## src/rtl/logic_axi4_stream_mux_arbiter.sv

```systemverilog
// Packet-aware round-robin arbiter driving the select of a shared AXI4-Stream mux.
// Grants are held until TLAST and/or a burst limit, then re-arbitrated with no idle cycle.
module logic_axi4_stream_mux_arbiter #(
  parameter int INPUTS      = 2,
  parameter int USE_TLAST   = 1,
  parameter int MAX_BURST   = 0,
  parameter int INDEX_WIDTH = (INPUTS > 1) ? $clog2(INPUTS) : 1
) (
  input  logic                   aclk,
  input  logic                   areset_n,
  input  logic [INPUTS-1:0]      request,
  input  logic [INPUTS-1:0]      tlast,
  input  logic                   tx_tready,
  output logic [INPUTS-1:0]      grant,
  output logic [INDEX_WIDTH-1:0] grant_index,
  output logic                   grant_valid,
  output logic [15:0]            beat_count
);

  typedef enum logic {IDLE, GRANTED} state_t;

  state_t                 state_q, state_d;
  logic [INPUTS-1:0]      grant_q, grant_d;
  logic [INDEX_WIDTH-1:0] idx_q, idx_d;
  logic [INDEX_WIDTH-1:0] ptr_q, ptr_d;
  logic [15:0]            cnt_q, cnt_d;

  logic [2*INPUTS-1:0]    rot;
  int                     off;
  logic                   win_found;
  logic [INDEX_WIDTH-1:0] win_idx;
  logic                   transfer;
  logic                   release_beat;

  // Doubled request vector shifted so bit 0 is the input just after the pointer.
  always_comb begin
    rot       = {request, request} >> (int'(ptr_q) + 1);
    off       = 0;
    win_found = 1'b0;
    for (int k = INPUTS - 1; k >= 0; k--) begin
      if (rot[k]) begin
        off       = k;
        win_found = 1'b1;
      end
    end
    win_idx = INDEX_WIDTH'((int'(ptr_q) + 1 + off) % INPUTS);
  end

  assign transfer = (state_q == GRANTED) & request[idx_q] & tx_tready;

  always_comb begin
    release_beat = 1'b0;
    if (USE_TLAST != 0 && tlast[idx_q])                      release_beat = 1'b1;
    if (MAX_BURST > 0 && cnt_q == 16'(MAX_BURST - 1))        release_beat = 1'b1;
    if (USE_TLAST == 0 && MAX_BURST == 0)                    release_beat = 1'b1;
  end

  always_comb begin
    state_d = state_q;
    grant_d = grant_q;
    idx_d   = idx_q;
    ptr_d   = ptr_q;
    cnt_d   = cnt_q;
    unique case (state_q)
      IDLE: begin
        if (win_found) begin
          state_d = GRANTED;
          grant_d = INPUTS'(1) << win_idx;
          idx_d   = win_idx;
          ptr_d   = win_idx;
          cnt_d   = '0;
        end
      end
      GRANTED: begin
        if (transfer) begin
          if (release_beat) begin
            // Pointer already sits on the owner, so the owner ranks last here.
            if (win_found) begin
              grant_d = INPUTS'(1) << win_idx;
              idx_d   = win_idx;
              ptr_d   = win_idx;
            end else begin
              state_d = IDLE;
              grant_d = '0;
            end
            cnt_d = '0;
          end else if (cnt_q != 16'hFFFF) begin
            cnt_d = cnt_q + 16'd1;
          end
        end
      end
      default: state_d = IDLE;
    endcase
  end

  always_ff @(posedge aclk or negedge areset_n) begin
    if (!areset_n) begin
      state_q <= IDLE;
      grant_q <= '0;
      idx_q   <= '0;
      ptr_q   <= INDEX_WIDTH'(INPUTS - 1);
      cnt_q   <= '0;
    end else begin
      state_q <= state_d;
      grant_q <= grant_d;
      idx_q   <= idx_d;
      ptr_q   <= ptr_d;
      cnt_q   <= cnt_d;
    end
  end

  assign grant       = grant_q;
  assign grant_index = idx_q;
  assign grant_valid = (state_q == GRANTED);
  assign beat_count  = cnt_q;

endmodule

```

## config.mk

```make
export PLATFORM = sky130hd
export DESIGN_NAME = logic_axi4_stream_mux_arbiter
export DESIGN_NICKNAME = d
export VERILOG_FILES = /design/src/rtl/logic_axi4_stream_mux_arbiter.sv
export SDC_FILE = /design/constraint.sdc
export NUM_CORES = 1
export LEC_CHECK = 0
export CAP_MARGIN = 20
export CORE_ASPECT_RATIO = 1.5
export CORE_MARGIN = 3
export CORE_UTILIZATION = 49
export CTS_BUF_LIST = sky130_fd_sc_hd__clkbuf_4
export CTS_CLUSTER_SIZE = 28
export DETAILED_ROUTE_END_ITERATION = 12
export PLACE_DENSITY = 0.78
export REMOVE_ABC_BUFFERS = 1
export SKIP_CTS_REPAIR_TIMING = 1
export SLEW_MARGIN = 20
export SYNTH_ARGS = -nofsm -noshare
export SYNTH_HDL_FRONTEND = slang
export SYNTH_SLANG_ARGS = --single-unit
export TNS_END_PERCENT = 1
```

## constraint.sdc

```tcl
create_clock -name aclk -period 2.7 [get_ports aclk]
set_input_delay 0.54 -clock aclk [delete_from_list [all_inputs] [get_ports aclk]]
set_output_delay 0.54 -clock aclk [all_outputs]
set_load 0.01 [all_outputs]
```

==> flow_summary_export.csv <==
group,metric,value,unit
drt,wire_per_inst,16.7,um
sta,tightest_slew,0.633,ns
clock_network,cts-root-buf,"clkbuf_4",
sta,slew_viol_final,0,
global_route,grt_pass1_vias,1116,
synthesis,synthArstFlopShare,100,%
worst_hold_path,hp-class,"flip-flop to flip-flop",
floorplan,die_y,67.0,um
floorplan,ios,27,
setup_path,rr_worst_depth,6,
final_layout,drive_gt1_share,5.66,%
placed_design,globalplace.congestion,0.943,
global_route,grt_max_degree,22,
drt,vias_per_cell,6.48,
final_layout,fill_cells,210,
setup_path,startpoint_type,"input pin",
clock_network,clkSinkCount,21,
floorplan,die_area,3130,um^2
final_layout,utilization,66.3,%
sta,hold_viol,0,
setup_path,critPathMaxStageDelay,0.56,ns
synthesis,synth-edff-count,0,
pwr,sw_frac_of_total,35.0,%
worst_hold_path,hold_depth,1,
drt,drc,0,
global_route,track_usage,21.6,%
worst_hold_path,hold_end,"grant[0]",
clock_network,cts_tree,"built",
pwr,peakVddDrop,454,uV
outcome,status,"finished, final reports clean",
pwr,power.switching,0.312,mW
clock_network,cts_buffers,3,
synthesis,synth_area_leader_cell,"dfrtp_1",
global_route,antenna_found_initial,0,
synthesis,yosysSeqAreaShare,43.4,%
synthesis,syn_area_per_cell,9.27,um^2
setup_path,criticalPathCategory,"input pin to flip-flop",
synthesis,synthDistinctLibCells,37,
clock_network,clk_latency,0.32,ns
worst_hold_path,hold_start,"grant[0]",
floorplan,core,2290,um^2
drt,dr.pass1.iters,4,
pwr,power_density,589,nW/um^2
synthesis,synthCells,131,
final_layout,layout_common_cells,"26 x clkdlybuf4s50_1, 20 x dfrtp_1, 13 x nand2_1",
sta,post-route-period-util,81.8,%
sta,rsz0062_at_grt,"no",
synthesis,yosysWarnings,0,
placed_design,dp_hpwl,2.31,mm
setup_path,r2r_slack,0.53,ns
sta,setup_viol,0,
placed_design,io_buffer_count,26,
sta,finalClockSkew,0.0122,ns
final_layout,regArea,527,um^2
global_route,grt_overflow_total,0,
setup_path,worstPathCellList,"clkdlybuf4s50_1 -> mux2_2 -> nand4_1 -> nor2b_1 -> nor4bb_1 -> a211o_1",
final_layout,n_antenna_cell,0,
sta,fin_crit,2.21,ns
synthesis,netlist_area,1210,um^2
setup_path,crit_path_max_fanout,9,
sta,hold_slack,0.500,ns
pwr,leakage,0.714,nW
setup_path,r2r_start,"beat_count[0]",
synthesis,synth-seq-cells,21,
drt,vias,1179,
final_layout,stdcell_count,182,
clock_network,clk_pin_slew,0.13,ns
pwr,power,0.893,mW
synthesis,ys_top_cells_by_area,"dfrtp_1 41%, a31oi_1 4.6%, a211o_1 4.3%",
clock_network,cts_max_path_buffers,2,
setup_path,cpMaxStageDelayCell,"clkdlybuf4s50_1",
floorplan,num_rows,21,
synthesis,ys.flop_type,"dfrtp_1",
synthesis,yosysTopAreaCellShare,41.2,%
final_layout,final_nets,168,
floorplan,start_util,53.1,%
setup_path,path_buf_inv,1,
sta,max_slew_margin,57.5,%
setup_path,crit_required,2.97,ns
pwr,power_frac_seq,48.1,%
run,maxCapViolCount,0,
final_layout,area_delta_synth_final,24.8,%
final_layout,multiInputGateArea,647,um^2
clock_network,h-tree-depth,1,
drt,drt_wl_total,3.04,mm
floorplan,fp.dieW,46.7,um
setup_path,end_kind,"flip-flop",
placed_design,dp.cells,178,
sta,fmax,453,MHz
drt,ant_nets,0,
pwr,p_comb_share,34.4,%
sta,tns,0,ns
setup_path,cp.arrival,2.48,ns
pwr,clkPwrFrac,17.5,%
drt,drtIter0Drc,33,
pwr,p_int,0.581,mW
setup_path,r2r_end,"beat_count[15]",
global_route,grt_pass1_wl,5.00,mm
final_layout,layout_commonest_cell,"clkdlybuf4s50_1",
setup_path,critPathTopFamily,"simple AND/OR/NAND/NOR gates",
[cell type report]
type	count	area share, %
Clock buffer	3	1.49
Clock inverter	1	0.330
Inverter	5	1.24
Multi-Input combinational cell	102	42.7
Sequential cell	21	34.7
Tap cell	23	1.90
Timing Repair Buffer	27	17.7
[through the flow]
stage                     instance area (um^2)  worst slack [ns]
after detailed placement                  1490             0.190
after global placement                    1490             0.232
final                                     1520             0.491
after global routing                      1520             0.371
after floorplan                           1190             0.808
after CTS                                 1520             0.510
[power by group through the flow]
stage	Clock, mW	Sequential (mW)	Combinational [mW]
2_1_floorplan	0	0.447	0.140
3_3_place_gp	0	0.433	0.303
3_5_place_dp	0	0.437	0.306
4_1_cts	0.157	0.430	0.308
5_1_grt	0.166	0.439	0.336
6_report	0.156	0.430	0.307
[logic make-up (layout without fill, tap and decap cells)]
group	count (synthesis)	in the layout	share of synthesized area [%]
buffers and inverters	8	36	3.40
xor gates and xnor gates	1	1	0.721
AOI/OAI and AO/OA	35	35	20.2
DFF	21	21	43.4
and+or+nand+nor	62	62	28.7
adders and majority gates	1	1	1.03
muxes	3	3	2.57
[how the worst max path moves through the flow]
stage,startpoint,endpoint,slack [ns],depth (start not counted)
4_1_cts,request[0],beat_count[15],0.51,6
2_1_floorplan,beat_count[0],beat_count[8],0.81,6
6_report,request[0],beat_count[15],0.49,6
3_3_place_gp,request[0],beat_count[15],0.23,6
3_5_place_dp,request[0],beat_count[15],0.19,6
5_1_grt,request[0],beat_count[15],0.37,6
[registers in the layout, summed over array words and instances (netlist names)]
signal,cells
beat_count,16
grant,2
grant_index,1
grant_valid,1
ptr_q,1
[Yosys cell counts, types with 2 or more instances]
| cell type | n |
|---|---|
| a211o_1 | 6 |
| a21o_1 | 2 |
| a21oi_1 | 4 |
| a31oi_1 | 9 |
| and3_1 | 8 |
| and4_1 | 3 |
| dfrtp_1 | 20 |
| inv_1 | 5 |
| mux2i_1 | 2 |
| nand2_1 | 13 |
| nand2b_1 | 3 |
| nand3_1 | 6 |
| nand4_1 | 6 |
| nor2_1 | 8 |
| nor3_1 | 9 |
| o21ai_0 | 3 |
| o22a_1 | 2 |
| o22ai_1 | 2 |
| or3_1 | 2 |
[layer usage]
metal / up-vias / share of wire, % / GRT usage [%]
met5: - / 0 / 0
met4: 0 / 2.0 / 8.65
met3: 6 / 5.7 / 3.24
met2: 45 / 53 / 38.6
met1: 572 / 39 / 24.5
li1: 556 / - / -
(Power assumes the default switching activity.)
